### src/rtl/rob_commit_if.sv
// Issue / CDB / retire bus of the reorder buffer. The ROB is the slave;
// the core-side logic (issue, functional units, regbank) is the master.
interface rob_commit_if #(
   parameter int TAG_W  = 3,
   parameter int DATA_W = 16,
   parameter int REG_W  = 4
);
   logic              alloc_valid;
   logic [3:0]        alloc_func;
   logic [REG_W-1:0]  alloc_rd;
   logic              alloc_ready;
   logic [TAG_W-1:0]  alloc_tag;

   logic              cdb_valid;
   logic [TAG_W-1:0]  cdb_tag;
   logic [DATA_W-1:0] cdb_data;

   logic              commit_ready;
   logic              commit_valid;
   logic [TAG_W-1:0]  commit_tag;
   logic [3:0]        commit_func;
   logic [REG_W-1:0]  commit_rd;
   logic [DATA_W-1:0] commit_data;
   logic              commit_wr_reg;
   logic              commit_wr_mem;

   logic              flush;
   logic [TAG_W:0]    count;
   logic              empty;

   modport master (
      output alloc_valid, alloc_func, alloc_rd, cdb_valid, cdb_tag, cdb_data, commit_ready,
      input  alloc_ready, alloc_tag, commit_valid, commit_tag, commit_func, commit_rd,
             commit_data, commit_wr_reg, commit_wr_mem, flush, count, empty
   );

   modport slave (
      input  alloc_valid, alloc_func, alloc_rd, cdb_valid, cdb_tag, cdb_data, commit_ready,
      output alloc_ready, alloc_tag, commit_valid, commit_tag, commit_func, commit_rd,
             commit_data, commit_wr_reg, commit_wr_mem, flush, count, empty
   );
endinterface

### src/rtl/rob_commit.sv
// 8-entry reorder buffer with in-order retire: allocate at tail, CDB writeback
// by tag, retire from head, full squash when a mispredicted branch retires.
module rob_commit #(
   parameter int DEPTH  = 8,
   parameter int TAG_W  = 3,
   parameter int DATA_W = 16,
   parameter int REG_W  = 4
) (
   input logic        clk1,
   input logic        rst_n,
   rob_commit_if.slave rob
);

   typedef struct packed {
      logic              busy;
      logic              done;
      logic [3:0]        func;
      logic [REG_W-1:0]  rd;
      logic [DATA_W-1:0] value;
   } entry_t;

   entry_t            rob_q [DEPTH];
   logic [TAG_W-1:0]  head_q;
   logic [TAG_W-1:0]  tail_q;
   logic [TAG_W:0]    count_q;
   logic              flush_q;

   entry_t            head_e;
   logic              full;
   logic              commit_valid;
   logic              commit_fire;
   logic              mispredict;
   logic              alloc_fire;

   // DEPTH is a power of two, so the count MSB alone marks the full state.
   always_comb begin
      head_e       = rob_q[head_q];
      full         = count_q[TAG_W];
      commit_valid = head_e.busy && head_e.done;
      commit_fire  = commit_valid && rob.commit_ready;
      mispredict   = commit_fire && head_e.value[0] &&
                     (head_e.func == 4'd6 || head_e.func == 4'd7);
      alloc_fire   = rob.alloc_valid && !full && !mispredict;
   end

   assign rob.alloc_ready   = !full && !mispredict;
   assign rob.alloc_tag     = tail_q;
   assign rob.commit_valid  = commit_valid;
   assign rob.commit_tag    = head_q;
   assign rob.commit_func   = head_e.func;
   assign rob.commit_rd     = head_e.rd;
   assign rob.commit_data   = head_e.value;
   assign rob.commit_wr_reg = commit_valid && (head_e.func <= 4'd4);
   assign rob.commit_wr_mem = commit_valid && (head_e.func == 4'd5);
   assign rob.flush         = flush_q;
   assign rob.count         = count_q;
   assign rob.empty         = (count_q == '0);

   always_ff @(posedge clk1 or negedge rst_n) begin
      if (!rst_n) begin
         // NOTE: payload fields are reset too so the head outputs read 0 after reset;
         // the array is small enough that this costs little.
         for (int i = 0; i < DEPTH; i++) rob_q[i] <= '0;
         head_q  <= '0;
         tail_q  <= '0;
         count_q <= '0;
         flush_q <= 1'b0;
      end else begin
         // NOTE: non-blocking throughout, so every read below sees pre-edge state.
         flush_q <= mispredict;
         if (mispredict) begin
            for (int i = 0; i < DEPTH; i++) begin
               rob_q[i].busy <= 1'b0;
               rob_q[i].done <= 1'b0;
            end
            head_q  <= '0;
            tail_q  <= '0;
            count_q <= '0;
         end else begin
            if (rob.cdb_valid && rob_q[rob.cdb_tag].busy) begin
               rob_q[rob.cdb_tag].done  <= 1'b1;
               rob_q[rob.cdb_tag].value <= rob.cdb_data;
            end
            // Alloc never targets the head while it is busy: tail == head only when empty or full.
            if (alloc_fire) begin
               rob_q[tail_q] <= '{busy: 1'b1, done: 1'b0, func: rob.alloc_func,
                                  rd: rob.alloc_rd, value: '0};
               tail_q <= tail_q + 1'b1;
            end
            if (commit_fire) begin
               rob_q[head_q].busy <= 1'b0;
               rob_q[head_q].done <= 1'b0;
               head_q <= head_q + 1'b1;
            end
            case ({alloc_fire, commit_fire})
               2'b10:   count_q <= count_q + 1'b1;
               2'b01:   count_q <= count_q - 1'b1;
               default: count_q <= count_q;
            endcase
         end
      end
   end

endmodule
### src/flat_wrapper.sv
// flat-port wrapper written by rule: the top's interface ports become plain ports
module rob_commit_flat 
#(
   parameter int DEPTH  = 8,
   parameter int TAG_W  = 3,
   parameter int DATA_W = 16,
   parameter int REG_W  = 4
)
  (clk1, rst_n, rob_alloc_valid, rob_alloc_func, rob_alloc_rd, rob_cdb_valid, rob_cdb_tag, rob_cdb_data, rob_commit_ready, rob_alloc_ready, rob_alloc_tag, rob_commit_valid, rob_commit_tag, rob_commit_func, rob_commit_rd, rob_commit_data, rob_commit_wr_reg, rob_commit_wr_mem, rob_flush, rob_count, rob_empty);
  rob_commit_if #(.TAG_W(TAG_W), .DATA_W(DATA_W), .REG_W(REG_W)) rob_i ();
  input logic clk1;
  input logic rst_n;
  input wire logic [$bits(rob_i.alloc_valid)-1:0] rob_alloc_valid;
  input wire logic [$bits(rob_i.alloc_func)-1:0] rob_alloc_func;
  input wire logic [$bits(rob_i.alloc_rd)-1:0] rob_alloc_rd;
  input wire logic [$bits(rob_i.cdb_valid)-1:0] rob_cdb_valid;
  input wire logic [$bits(rob_i.cdb_tag)-1:0] rob_cdb_tag;
  input wire logic [$bits(rob_i.cdb_data)-1:0] rob_cdb_data;
  input wire logic [$bits(rob_i.commit_ready)-1:0] rob_commit_ready;
  output wire logic [$bits(rob_i.alloc_ready)-1:0] rob_alloc_ready;
  output wire logic [$bits(rob_i.alloc_tag)-1:0] rob_alloc_tag;
  output wire logic [$bits(rob_i.commit_valid)-1:0] rob_commit_valid;
  output wire logic [$bits(rob_i.commit_tag)-1:0] rob_commit_tag;
  output wire logic [$bits(rob_i.commit_func)-1:0] rob_commit_func;
  output wire logic [$bits(rob_i.commit_rd)-1:0] rob_commit_rd;
  output wire logic [$bits(rob_i.commit_data)-1:0] rob_commit_data;
  output wire logic [$bits(rob_i.commit_wr_reg)-1:0] rob_commit_wr_reg;
  output wire logic [$bits(rob_i.commit_wr_mem)-1:0] rob_commit_wr_mem;
  output wire logic [$bits(rob_i.flush)-1:0] rob_flush;
  output wire logic [$bits(rob_i.count)-1:0] rob_count;
  output wire logic [$bits(rob_i.empty)-1:0] rob_empty;
  assign rob_i.alloc_valid = rob_alloc_valid;
  assign rob_i.alloc_func = rob_alloc_func;
  assign rob_i.alloc_rd = rob_alloc_rd;
  assign rob_i.cdb_valid = rob_cdb_valid;
  assign rob_i.cdb_tag = rob_cdb_tag;
  assign rob_i.cdb_data = rob_cdb_data;
  assign rob_i.commit_ready = rob_commit_ready;
  assign rob_alloc_ready = rob_i.alloc_ready;
  assign rob_alloc_tag = rob_i.alloc_tag;
  assign rob_commit_valid = rob_i.commit_valid;
  assign rob_commit_tag = rob_i.commit_tag;
  assign rob_commit_func = rob_i.commit_func;
  assign rob_commit_rd = rob_i.commit_rd;
  assign rob_commit_data = rob_i.commit_data;
  assign rob_commit_wr_reg = rob_i.commit_wr_reg;
  assign rob_commit_wr_mem = rob_i.commit_wr_mem;
  assign rob_flush = rob_i.flush;
  assign rob_count = rob_i.count;
  assign rob_empty = rob_i.empty;
  rob_commit #(.DEPTH(DEPTH), .TAG_W(TAG_W), .DATA_W(DATA_W), .REG_W(REG_W)) u_core (.clk1(clk1), .rst_n(rst_n), .rob(rob_i));
endmodule
### config.mk
export PLATFORM = sky130hd
export DESIGN_NAME = rob_commit_flat
export DESIGN_NICKNAME = d
export VERILOG_FILES = /design/src/rtl/rob_commit_if.sv /design/src/rtl/rob_commit.sv /design/src/flat_wrapper.sv
export SDC_FILE = /design/constraint.sdc
export NUM_CORES = 1
export LEC_CHECK = 0
export ABC_AREA = 1
export CAP_MARGIN = 20
export CORE_MARGIN = 1
export CORE_UTILIZATION = 45
export DETAILED_ROUTE_END_ITERATION = 7
export HOLD_SLACK_MARGIN = 0.08
export PLACE_DENSITY_LB_ADDON = 0.2
export SYNTH_ARGS = -nofsm -noshare
export SYNTH_HDL_FRONTEND = slang
export SYNTH_SLANG_ARGS = --single-unit
export TNS_END_PERCENT = 50
### constraint.sdc
create_clock -name clk1 -period 3.1 [get_ports clk1]
set_input_delay 0.62 -clock clk1 [delete_from_list [all_inputs] [get_ports clk1]]
set_output_delay 0.62 -clock clk1 [all_outputs]
set_load 0.02 [all_outputs]
==> results list <==
* Result of the run: finished, violations left
* Violated checks: setup timing
* Vias per std cell: 6.04
- The worst register-to-register path has a setup slack of 0.37 ns.
* Logic depth of the worst register-to-register path: 16
- Synthesis produced a netlist whose cell count is between 1000 and 1500.
- Crit path time final: around 3.2 ns
* Logic pwr share: about 46%
- Ratio of cells with drive above 1 in the final layout: between 10% and 20%
* Inserted Diodes: 0
- Final setup violation count: 2
- Filler instances: ~2200
- Pin count of the biggest net entering global routing: around 130
- The via count of the first global-routing pass was between 10000 and 15000.
- Die Wd: 161 µm
- Die area: ~26000 µm²
- The synthesized design contains ~220 register bits.
- Crit path from: u_core.rob.commit_tag[1]
- Ys flop type: dfrtp_1
* Top-level port count: 72
* Fraction of power consumed by sequential logic: approximately 34%
- Maximum buffer depth of the clock tree: 3
- Once placement completed, the tool counted placed cells totaling around 1700.
- Crit-path cells: nor2_2, buf_4, nand3_1, nand2_1, inv_1, nand2_1, nand2_1, buf_4, inv_1, clkdlybuf4s50_1
- Port Buf Inserts: 71
* Iteration-0 DRC Markers: 1265
* Design internal power: ~8600 µW
- Data required time of the critical path: roughly 2.5 ns
- Worst vdd ir: about 0.00064 V
- Per report_power, the clock group accounts for 20.2% of the total.
- Static Leakage: between 0.005 and 0.006 µW
- When the netlist entered floorplanning its net count stood at about 1400.
- PnR worst setup slack: -0.101 ns
- Number of antenna violations at the first check in global routing: 0
* Type of element capturing the critical path: primary output
- In this run the mean area of a mapped cell was 8.48 µm².
- In this run the remaining antenna-violating nets after routing total 0.
* Final worst-path cycle share: 103%
- CTS built an H-tree with a depth of 1.
* Number of buffers inserted during clock tree synthesis: 24
- Max Cap Violations: 0
- In this run switching power makes up about 40% of total power.
* Measured slew at the worst slew-check pin: ~0.75 ns
- For this run, design rule violations remaining after detail routing come to 0.
- Via Count: approximately 11000
* Area of the multi-input gates: approximately 4900 µm²
- In this run the power density over the cells is approximately 1100 nW/µm².
- Net Sw Power: roughly 6000 µW
* Netlist area before placement: ~11000 µm²
- Clock tree from TritonCTS: built
* Clock network latency to the later pin of the worst-skew pair: around 0.54 ns
- Detailed placement ended at an HPWL of about 24000 µm.
* Num Clock Sinks: 219
- Largest fanout of any net on the critical path: 5
- Among cell families on the critical path, the largest total delay comes from buffers and inverters.
- The number of pins with negative max-slew slack in the final report was 0.
- Clock Skews: 0.0205 ns
- The routed design has around 38000 µm of wire.
* Detailed Routing Iterations Pass 1: 5
- For this run the aggregate overflow at the end of global routing stands at 0.
* Worst-case headroom to the max-slew limit: 49.7%
- The final number of hold-violating endpoints was 0.
- Sequential-to-total area share from yosys stat: 48.4%
* Area growth from synthesis to layout: 20.3%
* Slowest CP cell: clkdlybuf4s50_1
- The library cells used most frequently in the layout, excluding fill and tap cells, are dfrtp_1, nand2_1, inv_1.
- The first global-routing pass estimated between 50000 and 60000 µm of wire.
- For the worst setup path, the data arrival time is ~2.6 ns.
* Placement Setup Slack: about 0.055 ns
- Crit path top cell by count: nand2_1
- The finished layout holds approximately 1700 standard cells, fillers aside.
* Core outline area: 24500 µm²
- Routability-driven placement finished with a final weighted congestion of 0.955.
- Synthesis instantiated 38 different standard cells from the library.
* Type of the most critical hold path: in -> async
- Buffers & Inverters on Critical Path: 5
- The synthesized design contains 0 enable-type register cells.
- CP startpoint kind: flip-flop
- Buffers inserted to repair hold after CTS numbered 0.
- The library cell used most frequently in the layout, excluding fill and tap cells, is dfrtp_1.
* Per-cell routed wire length: roughly 22 µm
* Final layout net count: 1435
- Post-synthesis async set-or-reset flop share: 100%
- The initial utilization of the core area, before any placement, comes to a little under half.
- Overall Global Routing Usage: 29.3%
- Setup repair after global routing could not meet its margin everywhere.
* Area taken by flip-flops and latches: between 5000 and 6000 µm²
- The startpoint identified for the worst register-to-register timing path is u_core.rob.commit_tag[1].
* Maximum clock frequency: around 0.31 GHz
* Endpoint of the worst register-to-register path: u_core.rob_q[0]
* Maximum cell stage delay along the critical path: a little under 0.6 ns
- Master cell of the clock root buffer: clkbuf_16
- Syn. warnings: 0
- End of the critical path: rob_commit_valid
- Die height: 161 µm
- In this run the number of cells on the critical path is 10.
- In this run the core area contains 57 standard-cell rows.
- Clock-pin slew was measured on the worst setup and hold paths at 0.06 ns.
- The critical path is of the reg -> out type.
==> routing by layer <==
layer,vias up,wire length (µm),global-route usage [%]
li1,4816,-,-
met1,5149,16400,41.5
met2,491,17700,46.6
met3,68,2860,4.11
met4,0,937,8.48
met5,-,0,0
==> logic make-up (layout without fill, tap and decap cells) <==
logic type                 count (synthesis)  count (layout)  share of synthesized area (%)
AOI/OAI and AO/OA                        295             295                           15.5
DFF                                      219             219                           48.4
and+or+nand+nor                          569             569                           26.0
buffers and inverters                    247             330                           9.68
adders and majority gates                  4               4                          0.442
==> synthesized netlist by cell type (all sizes together), types with 29 or more instances <==
master / instances / area, µm²
nor4: 114 / 763
nor3: 134 / 826
nand3: 29 / 145
a31oi: 32 / 200
dfrtp: 219 / 5480
nand2: 198 / 758
buf: 77 / 452
nor2: 78 / 345
clkbuf: 42 / 159
a21oi: 110 / 554
inv: 125 / 474
o21ai: 71 / 355
==> metrics by stage <==
step | TNS [ns] | hold WS [ns] | power, µW | util, % | instance area (µm²)
after floorplan | 0 | 0.324 | 8890 | - | 11300
after global placement | 0 | 0.467 | 11600 | 51.9 | 12700
after detailed placement | 0 | 0.474 | 11700 | 51.9 | 12700
after CTS | -1.05 | 0.157 | 14600 | 55.4 | 13600
after global routing | -0.634 | 0.165 | 15600 | 55.6 | 13600
final | -0.108 | 0.120 | 14700 | 55.6 | 13600
==> power by group through the flow <==
stage	Clock [µW]	Combinational (µW)	Sequential [µW]
detailed placement	0	6710	4980
floorplan	0	4010	4880
CTS	2990	6660	4960
global route	3110	7340	5130
global placement	0	6620	4970
finish	2960	6710	5000
==> cell type report <==
| class | instances | share of cell area [%] |
|---|---|---|
| multi-input cells | 868 | 35.7 |
| flip-flops and latches | 219 | 40.3 |
| clock buffers | 34 | 5.13 |
| inverters | 128 | 3.58 |
| well taps | 324 | 2.98 |
| clock inverters | 10 | 0.882 |
| repair buffers | 158 | 11.5 |
==> what timing repair did <==
item / in CTS / in global routing
endpoints found under the hold margin: 0 / 0
setup buffers: 0 / 2
pin swaps: 2 / 4
endpoints found under the setup margin: 24 / 25
gates resized for setup: 47 / 42
==> worst min-delay path by stage <==
stage                  endpoint  slack (ns)  cells past startpoint
2_1_floorplan         async pin        0.32                      0
3_3_place_gp          flip-flop        0.47                      2
3_5_place_dp          flip-flop        0.47                      2
4_1_cts               async pin        0.16                      1
5_1_grt               async pin        0.16                      1
6_report       u_core.rob.flush        0.12                      1
(Power assumes the default switching activity.)
